--- src/rtl/pipeline_hazard_ctrl.sv ---
// Purpose : hazard/stall sequencer for the 5-stage RV32 pipeline (load-use, redirect, data-memory handshake).
// Latency : all control outputs are combinational from inputs and state; zero-cycle latency.
// Backpressure: a data-memory access that is not ready freezes every stage and bubbles MEM/WB until done or timeout.
//
// Ports:
//   clk, reset                      clock, asynchronous active-high reset
//   id_rs1, id_rs2                  source registers of the ID instruction
//   ex_rd, ex_mem_read              destination / MemRead of the EX instruction
//   ex_redirect                     EX resolved a taken branch or holds JAL/JALR
//   mem_read, mem_write, mem_ready  MEM-stage access type and memory completion
//   mem_req                         data-memory request
//   pc_write_en .. ex_mem_write_en  stage register load enables
//   if_id_flush, id_ex_flush        load NOP into IF/ID, ID/EX
//   mem_wb_bubble                   load NOP into MEM/WB
//   mem_err                         sticky memory-timeout flag
//   stall_cnt, flush_cnt            saturating performance counters
module pipeline_hazard_ctrl #(
  parameter int TIMEOUT = 16,
  parameter int CNT_W   = 32
) (
  input  logic             clk,
  input  logic             reset,
  input  logic [4:0]       id_rs1,
  input  logic [4:0]       id_rs2,
  input  logic [4:0]       ex_rd,
  input  logic             ex_mem_read,
  input  logic             ex_redirect,
  input  logic             mem_read,
  input  logic             mem_write,
  input  logic             mem_ready,
  output logic             mem_req,
  output logic             pc_write_en,
  output logic             if_id_write_en,
  output logic             id_ex_write_en,
  output logic             ex_mem_write_en,
  output logic             if_id_flush,
  output logic             id_ex_flush,
  output logic             mem_wb_bubble,
  output logic             mem_err,
  output logic [CNT_W-1:0] stall_cnt,
  output logic [CNT_W-1:0] flush_cnt
);

  // wait_cnt never exceeds TIMEOUT-1, so clog2(TIMEOUT) bits suffice for TIMEOUT >= 2.
  localparam int              WCW       = $clog2(TIMEOUT);
  localparam logic [WCW-1:0]  WAIT_LAST = WCW'(TIMEOUT - 1);
  localparam logic [CNT_W-1:0] CNT_MAX  = '1;

  typedef enum logic {
    M_IDLE = 1'b0,
    M_WAIT = 1'b1
  } mstate_t;

  mstate_t        mstate_q, mstate_d;
  logic [WCW-1:0] wait_cnt_q, wait_cnt_d;

  logic mem_access;
  logic wait_expired;
  logic mem_done;
  logic mem_stall;
  logic timeout_hit;
  logic load_use;

  // ---------------------------------------------------------------------------
  // Hazard detection
  // ---------------------------------------------------------------------------
  assign mem_access = mem_read | mem_write;

  // The FSM only has IDLE and WAIT, both of which may request; reset holds the
  // request low so an in-flight access is abandoned the moment reset rises.
  assign mem_req = mem_access & ~reset;

  assign wait_expired = (mstate_q == M_WAIT) && (wait_cnt_q == WAIT_LAST);

  // A timeout counts as completion: the pipeline moves on with undefined load
  // data rather than hanging, and mem_err records that it happened.
  assign mem_done    = mem_req & (mem_ready | wait_expired);
  assign mem_stall   = mem_req & ~mem_done;
  assign timeout_hit = mem_req & ~mem_ready & wait_expired;

  // x0 is hard-wired to zero, so a load targeting it never creates a hazard.
  assign load_use = ex_mem_read && (ex_rd != 5'd0) &&
                    ((ex_rd == id_rs1) || (ex_rd == id_rs2));

  // ---------------------------------------------------------------------------
  // Memory handshake FSM
  // ---------------------------------------------------------------------------
  always_ff @(posedge clk or posedge reset) begin
    if (reset) begin
      mstate_q   <= M_IDLE;
      wait_cnt_q <= '0;
    end else begin
      mstate_q   <= mstate_d;
      wait_cnt_q <= wait_cnt_d;
    end
  end

  always_comb begin
    mstate_d   = mstate_q;
    wait_cnt_d = wait_cnt_q;
    case (mstate_q)
      M_IDLE: begin
        if (mem_stall) begin
          mstate_d   = M_WAIT;
          wait_cnt_d = WCW'(1);
        end
      end
      M_WAIT: begin
        if (mem_stall) begin
          wait_cnt_d = wait_cnt_q + WCW'(1);
        end else begin
          // Completion, timeout, or the access disappearing all return to IDLE.
          mstate_d   = M_IDLE;
          wait_cnt_d = '0;
        end
      end
      default: begin
        mstate_d   = M_IDLE;
        wait_cnt_d = '0;
      end
    endcase
  end

  // ---------------------------------------------------------------------------
  // Stage control, highest priority first
  // ---------------------------------------------------------------------------
  always_comb begin
    pc_write_en     = 1'b1;
    if_id_write_en  = 1'b1;
    id_ex_write_en  = 1'b1;
    ex_mem_write_en = 1'b1;
    if_id_flush     = 1'b0;
    id_ex_flush     = 1'b0;
    mem_wb_bubble   = 1'b0;

    if (reset) begin
      // Keep the idle defaults while reset is held.
    end else if (mem_stall) begin
      // Everything upstream of MEM is frozen, so a redirect or load-use seen
      // now is simply re-evaluated once the access completes.
      pc_write_en     = 1'b0;
      if_id_write_en  = 1'b0;
      id_ex_write_en  = 1'b0;
      ex_mem_write_en = 1'b0;
      mem_wb_bubble   = 1'b1;
    end else if (ex_redirect) begin
      // The ID instruction is killed, so any load-use it would cause is moot.
      if_id_flush = 1'b1;
      id_ex_flush = 1'b1;
    end else if (load_use) begin
      pc_write_en    = 1'b0;
      if_id_write_en = 1'b0;
      id_ex_flush    = 1'b1;
    end
  end

  // ---------------------------------------------------------------------------
  // Sticky timeout flag and saturating performance counters
  // ---------------------------------------------------------------------------
  always_ff @(posedge clk or posedge reset) begin
    if (reset) begin
      mem_err <= 1'b0;
    end else if (timeout_hit) begin
      mem_err <= 1'b1;
    end
  end

  always_ff @(posedge clk or posedge reset) begin
    if (reset) begin
      stall_cnt <= '0;
    end else if (!pc_write_en && (stall_cnt != CNT_MAX)) begin
      stall_cnt <= stall_cnt + CNT_W'(1);
    end
  end

  always_ff @(posedge clk or posedge reset) begin
    if (reset) begin
      flush_cnt <= '0;
    end else if (if_id_flush && (flush_cnt != CNT_MAX)) begin
      flush_cnt <= flush_cnt + CNT_W'(1);
    end
  end

endmodule

--- config.mk ---
export PLATFORM = sky130hd
export DESIGN_NAME = pipeline_hazard_ctrl
export DESIGN_NICKNAME = d
export VERILOG_FILES = /design/src/rtl/pipeline_hazard_ctrl.sv
export SDC_FILE = /design/constraint.sdc
export NUM_CORES = 1
export LEC_CHECK = 0
export BUFFER_PORTS_ARGS = -buffer_cell sky130_fd_sc_hd__buf_2
export CORE_MARGIN = 3
export CORE_UTILIZATION = 40
export DETAILED_ROUTE_END_ITERATION = 8
export PLACE_DENSITY = 0.65
export SETUP_SLACK_MARGIN = 0.2
export SLEW_MARGIN = 20
export SYNTH_ARGS = -nofsm -noshare
export SYNTH_HDL_FRONTEND = slang
export SYNTH_SLANG_ARGS = --single-unit
--- constraint.sdc ---
create_clock -name clk -period 3.3 [get_ports clk]
set_input_delay 0.66 -clock clk [delete_from_list [all_inputs] [get_ports clk]]
set_output_delay 0.66 -clock clk [all_outputs]
set_load 0.01 [all_outputs]
Yosys cells after proc, flatten, opt, wreduce, memory -nomap -nowiden. Index checks and enable logic that the tools add are counted. Widths: inputs -> output; s select.

Output and inout port bits: 73. Logic and storage cells: 51. Register bits after elaboration: 70.

Reduce and logical (&&, ||, !) cells: 8. Equal/unequal tests: 6. Bitwise operators: 11. $add $sub $neg: 3. Mux-type cells: 18.

Operators with widths (count): $add 32x1->32 const B (2); $ne 32x32->1 const B (2); $mux 1 (15); $eq 5x5->1 (2); $mux 4 (2); $pmux 4 s2 (1); $and 1x1->1 (5); $logic_and 1x1->1 (5); $reduce_bool 5->1 (1); $add 4x1->4 const B (1); $eq 4x4->1 const B (1); $not 1->1 (4); $ne 2x2->1 const B (1); $or 1x1->1 (2); $logic_not 1->1 (1); $logic_or 1x1->1 (1).

Logic depth before layout (Yosys ltp).
Depth after elaboration: 10. Depth in mapped cells: 9.

Worst setup path after synthesis. No wires, ideal clock.

Kind: input -> register. From: input port reset. To: register flush_cnt[25]. Setup slack: -0.194 ns. Stages: 5. Data arrival time: 3.415 ns. Required time: 3.221 ns. Path buffers: 0. Path through: inv_1 > nand3_1 > or4_4 > nor2_1 > xor2_1.

Longest elaborated chain between the ends: 8.

RTL lines: start: declaration (RTL line 22) `input logic reset,`; $not 1->1 (RTL line 71) `assign mem_req = mem_access & ~reset;`; $and 1x1->1 (RTL line 71); $and 1x1->1 (RTL line 77) `assign mem_done = mem_req & (mem_ready | wait_expired);`; $not 1->1 (RTL line 78) `assign mem_stall = mem_req & ~mem_done;`; $and 1x1->1 (RTL line 78); $mux 1 (RTL line 138) `end else if (mem_stall) begin`; $mux 1 * (RTL line 136) `if (reset) begin`; $logic_and 1x1->1 * (RTL line 179) `end else if (if_id_flush && (flush_cnt != CNT_MAX)) begin`; end signal: assignment (RTL line 180) `flush_cnt <= flush_cnt + CNT_W'(1);`; end: declaration (RTL line 41) `output logic [CNT_W-1:0] flush_cnt`.

Every way passes the cells marked *; elsewhere a longest branch is shown, timed or not. A chain may end at the register's enable or synchronous reset.

Worst setup path after layout.
From: input port ex_rd[1]. To: output port id_ex_flush.

Longest elaborated chain between the ends: 7. Elaborated cells on any way between the ends: 10.

RTL lines: start: declaration (RTL line 25) `input logic [4:0] ex_rd,`; $eq 5x5->1 or $reduce_bool 5->1 (tied branches) (RTL line 83, 82); $logic_or 1x1->1 or $logic_and 1x1->1 (tied branches) (RTL line 83, 82); $logic_and 1x1->1 * (RTL line 82) `assign load_use = ex_mem_read && (ex_rd != 5'd0) &&`; $mux 1 * (RTL line 150) `end else if (load_use) begin`; $mux 1 * (RTL line 146) `end else if (ex_redirect) begin`; $mux 1 * (RTL line 138); $mux 1 * (RTL line 136); end: declaration (RTL line 37) `output logic id_ex_flush,`.

Marked as above.

==> results list <==
- Critical Setup Path Class: input pin to output port
- The worst setup path is captured at an output port.
- Across every metal layer, demand over resource in global routing totals approximately 16%.
- After detailed placement, the total cell area comes to 4120 um2.
* Crit path setup slack, layout: just under 600 ps
- Routability Congestion: roughly 0.81
- The area growth from synthesis to layout is 22.6%.
* Initial cell density of the core: between 40% and 50%
- Congestion Overflow GR: 0
- Sequential elements use 49.1% of the synthesized area.
- STA puts the critical path data required time at between 2000 and 3000 ps.
* DR WL/cell: about 14 um
- Number of antenna cells inserted: 0
- Sequential cell area: between 1500 and 2000 um2
- The tool flagged a number of max-cap violations equal to 0.
- The worst setup path is launched from an input pin.
- Timing analysis after detailed placement gives a worst setup slack of just under 600 ps.
- Yosys Warn Count: 0
- Via count normalized by instance count: about 5
- Transition at the pin with the smallest max-transition slack: 860 ps
- Data on the critical path arrives at its endpoint at between 2000 and 2500 ps.
* Worst-case clock buffer depth: 2
- Synth Net Count: about 360
* Kind of path behind the tightest hold check: input pin to asynchronous set/reset pin
- IR Drop Worst-Case VDD: 0.469 mV
* Count of clock tree sinks: 70
- The worst register-to-register path has a depth of 6.
* DRC violation total after the first TritonRoute iteration: between 90 and 100
- Die footprint: ~10000 um2
- Relative slew slack: between 40% and 50%
- Number of synthesized flops with an enable pin: 0
- By count the netlist is led by dfrtp_1, xnor2_1, nand4_1, nand3_1, nand2_1.
- Synthesized area per cell: about 11 um2
- After synthesis the netlist holds a flip-flop and latch count of 70.
- The finished layout holds ~540 standard cells, fillers aside.
- After detailed placement, the design holds a cell count of 525.
* Outcome: completed
- The synthesized design spends more area on one cell type than any other, namely dfrtp_1.
- Pin placement for this block handled between 90 and 100 I/O pins.
- The clock tree synthesis step divided the H-tree into 3 levels.
* Fraction of layout instances using a drive strength above 1: 29.6%
- Aggregate negative setup slack: 0 ps
- Post-CTS setup buffer count: 0
- The routed design has slightly below 8000 um of wire.
* Area used by multi-input combinational logic: roughly 1700 um2
* DP HPWL: approximately 5600 um
* Mapped cell area: 3570 um2
- Final net count: 456
- Final-report setup violation count: 0
- Clk_lat worst skew: 340 ps
* R2r startpoint: stall_cnt[8]
- The final-report max-slew violation count is 0.
- Worst clock skew on the final layout: about 11 ps
- Clock-pin slew reported for the worst setup and hold paths after clock tree synthesis: roughly 70 ps
- Crit path launch: ex_rd[1]
- Routed via count: 2772
- Number of buffers added by the clock tree synthesis step: 9
* Crit share post-route: 81.9%
- Ranked by total cell area, the synthesized netlist is headed by dfrtp_1, xnor2_1, nand4_1, xor2_1, and3_1.
- In this run, post-CTS repair resized a total of 0 instances.
- The worst path in the final design needs a cycle of about 2700 ps, including I/O delays and setup.
- Following the worst setup path forward leads to its endpoint at id_ex_flush.
- Cell with the most instances after synthesis: dfrtp_1
- The number of global-route vias before repair was roughly 2800.
- Vertical die dimension: 100 um
- Entering global routing, the biggest net connects 69 pins.
- In the routed design, unresolved DRC markers number 0.
* Core Rows: 33
- Number of hold buffers added after cts: 0
* Post-route cell area: roughly 4400 um2
- Portion of synthesized cell area occupied by the leading cell type: around half
* Final Hold Violating Endpoints: 0
* Cells after synthesis: 331
* Placeable core region: ~8400 um2
* Fraction of registers with async set/reset: 100%
* Areal power density over the cells: just under 500 nW/um2
- Most common flop cell mapped by yosys: dfrtp_1
- The first global-routing pass estimated around 13000 um of wire.
- Maximum clock frequency: 0.370 GHz
- Number of antenna violations at the first check in global routing: 0
- The first detailed-routing pass took 4 iterations.
- Remaining antenna violation count after routing: 0
- After filler insertion, the fill cell instance count of the layout stands at about 800.
- Power comes to 2.18 mW.
* Worst reg2reg setup slack: 1040 ps
- Endpoint of the worst register-to-register path: stall_cnt[1]
- TritonCTS built the clock tree.
- Setup repair after global routing left no endpoint under its margin.
- From left edge to right edge, the die measures 100 um.
* Largest fanout of any net on the critical path: 3
* Number of distinct library cells after synthesis: between 40 and 50
- Input and output buffers added on the ports amount to 94.
- Root buffer cell: clkbuf_8
- Total leakage power: around 2.1 nW
## how the worst min path moves through the flow
| stage | startpoint | to |
|---|---|---|
| finish | reset | mem_err |
| floorplan | wait_cnt_q[3] | wait_cnt_q[3] |
| CTS | reset | wait_cnt_q[3] |
| global placement | mem_err | mem_err |
| global route | reset | mem_err |
| detailed placement | mem_err | mem_err |
## stage by stage
stage,utilization (%),hold WS [ps]
5_1_grt,52.0,234
2_1_floorplan,-,468
4_1_cts,52.0,229
3_3_place_gp,48.9,462
3_5_place_dp,48.9,467
6_report,52.0,249
## critical path, cell delays in order
cell	delay, ps
buf_2	120
or4_1	520
o21ai_1	260
o21ai_0	150
and3_1	200
buf_2	130
## where the power goes
group          leakage (nW)  internal, mW  total (mW)  switching (mW)
Clock                 0.122         0.544       0.868           0.325
Sequential            0.947         0.923        1.02          0.0962
Combinational          1.08         0.134       0.289           0.155
Total                  2.15          1.60        2.18           0.576
## layer usage
| metal | global-route usage, % | part of all wire [%] | vias up |
|---|---|---|---|
| met1 | 22.2 | 47 | 1315 |
| met3 | 4.64 | 5.5 | 10 |
| li1 | - | - | 1373 |
| met4 | 4.77 | 1.1 | 0 |
| met5 | 0 | 0 | - |
| met2 | 25.5 | 47 | 74 |
## kinds of logic (layout without fill, tap and decap cells)
group	after synthesis	after routing	synth area share [%]
xor+xnor	70	70	17.2
fa+ha+maj	3	3	1.05
mux	2	2	0.596
buf+inv	16	121	2.94
simple gates	152	152	25.1
flops	70	70	49.1
compound gates	18	18	4.13
## layout make-up
cell class	count	share of cell area, %
Tap cell	105	3.00
Inverter	9	0.858
Sequential cell	70	40.0
Timing Repair Buffer	96	11.1
Multi-Input combinational cell	245	39.2
Clock buffer	11	3.46
Clock inverter	5	2.40
## state kept, by name, indices dropped and copies added (netlist names)
register,count
wait_cnt_q,4
flush_cnt,32
mem_err,1
mstate_q,1
stall_cnt,32
## cell usage in the layout, fill, tap and decap left out, types with 2 or more instances in the layout
cell type   count
nand4_1        27
buf_2          94
dfrtp_1        70
bufinv_16       3
nor3_1          3
a31oi_1         2
and4_1          9
buf_4           2
inv_1           7
nand3_1        25
and3_1         22
nor2_2          2
xor2_1         17
clkbuf_8       11
nor2_1         19
nand4b_1        6
nand3_2         2
o21ai_0         4
and2_1          5
clkinvlp_4      3
xnor2_1        53
a21oi_1         2
nand2_1        23
ha_1            3
Note: power is estimated with default switching activity, not from simulation.
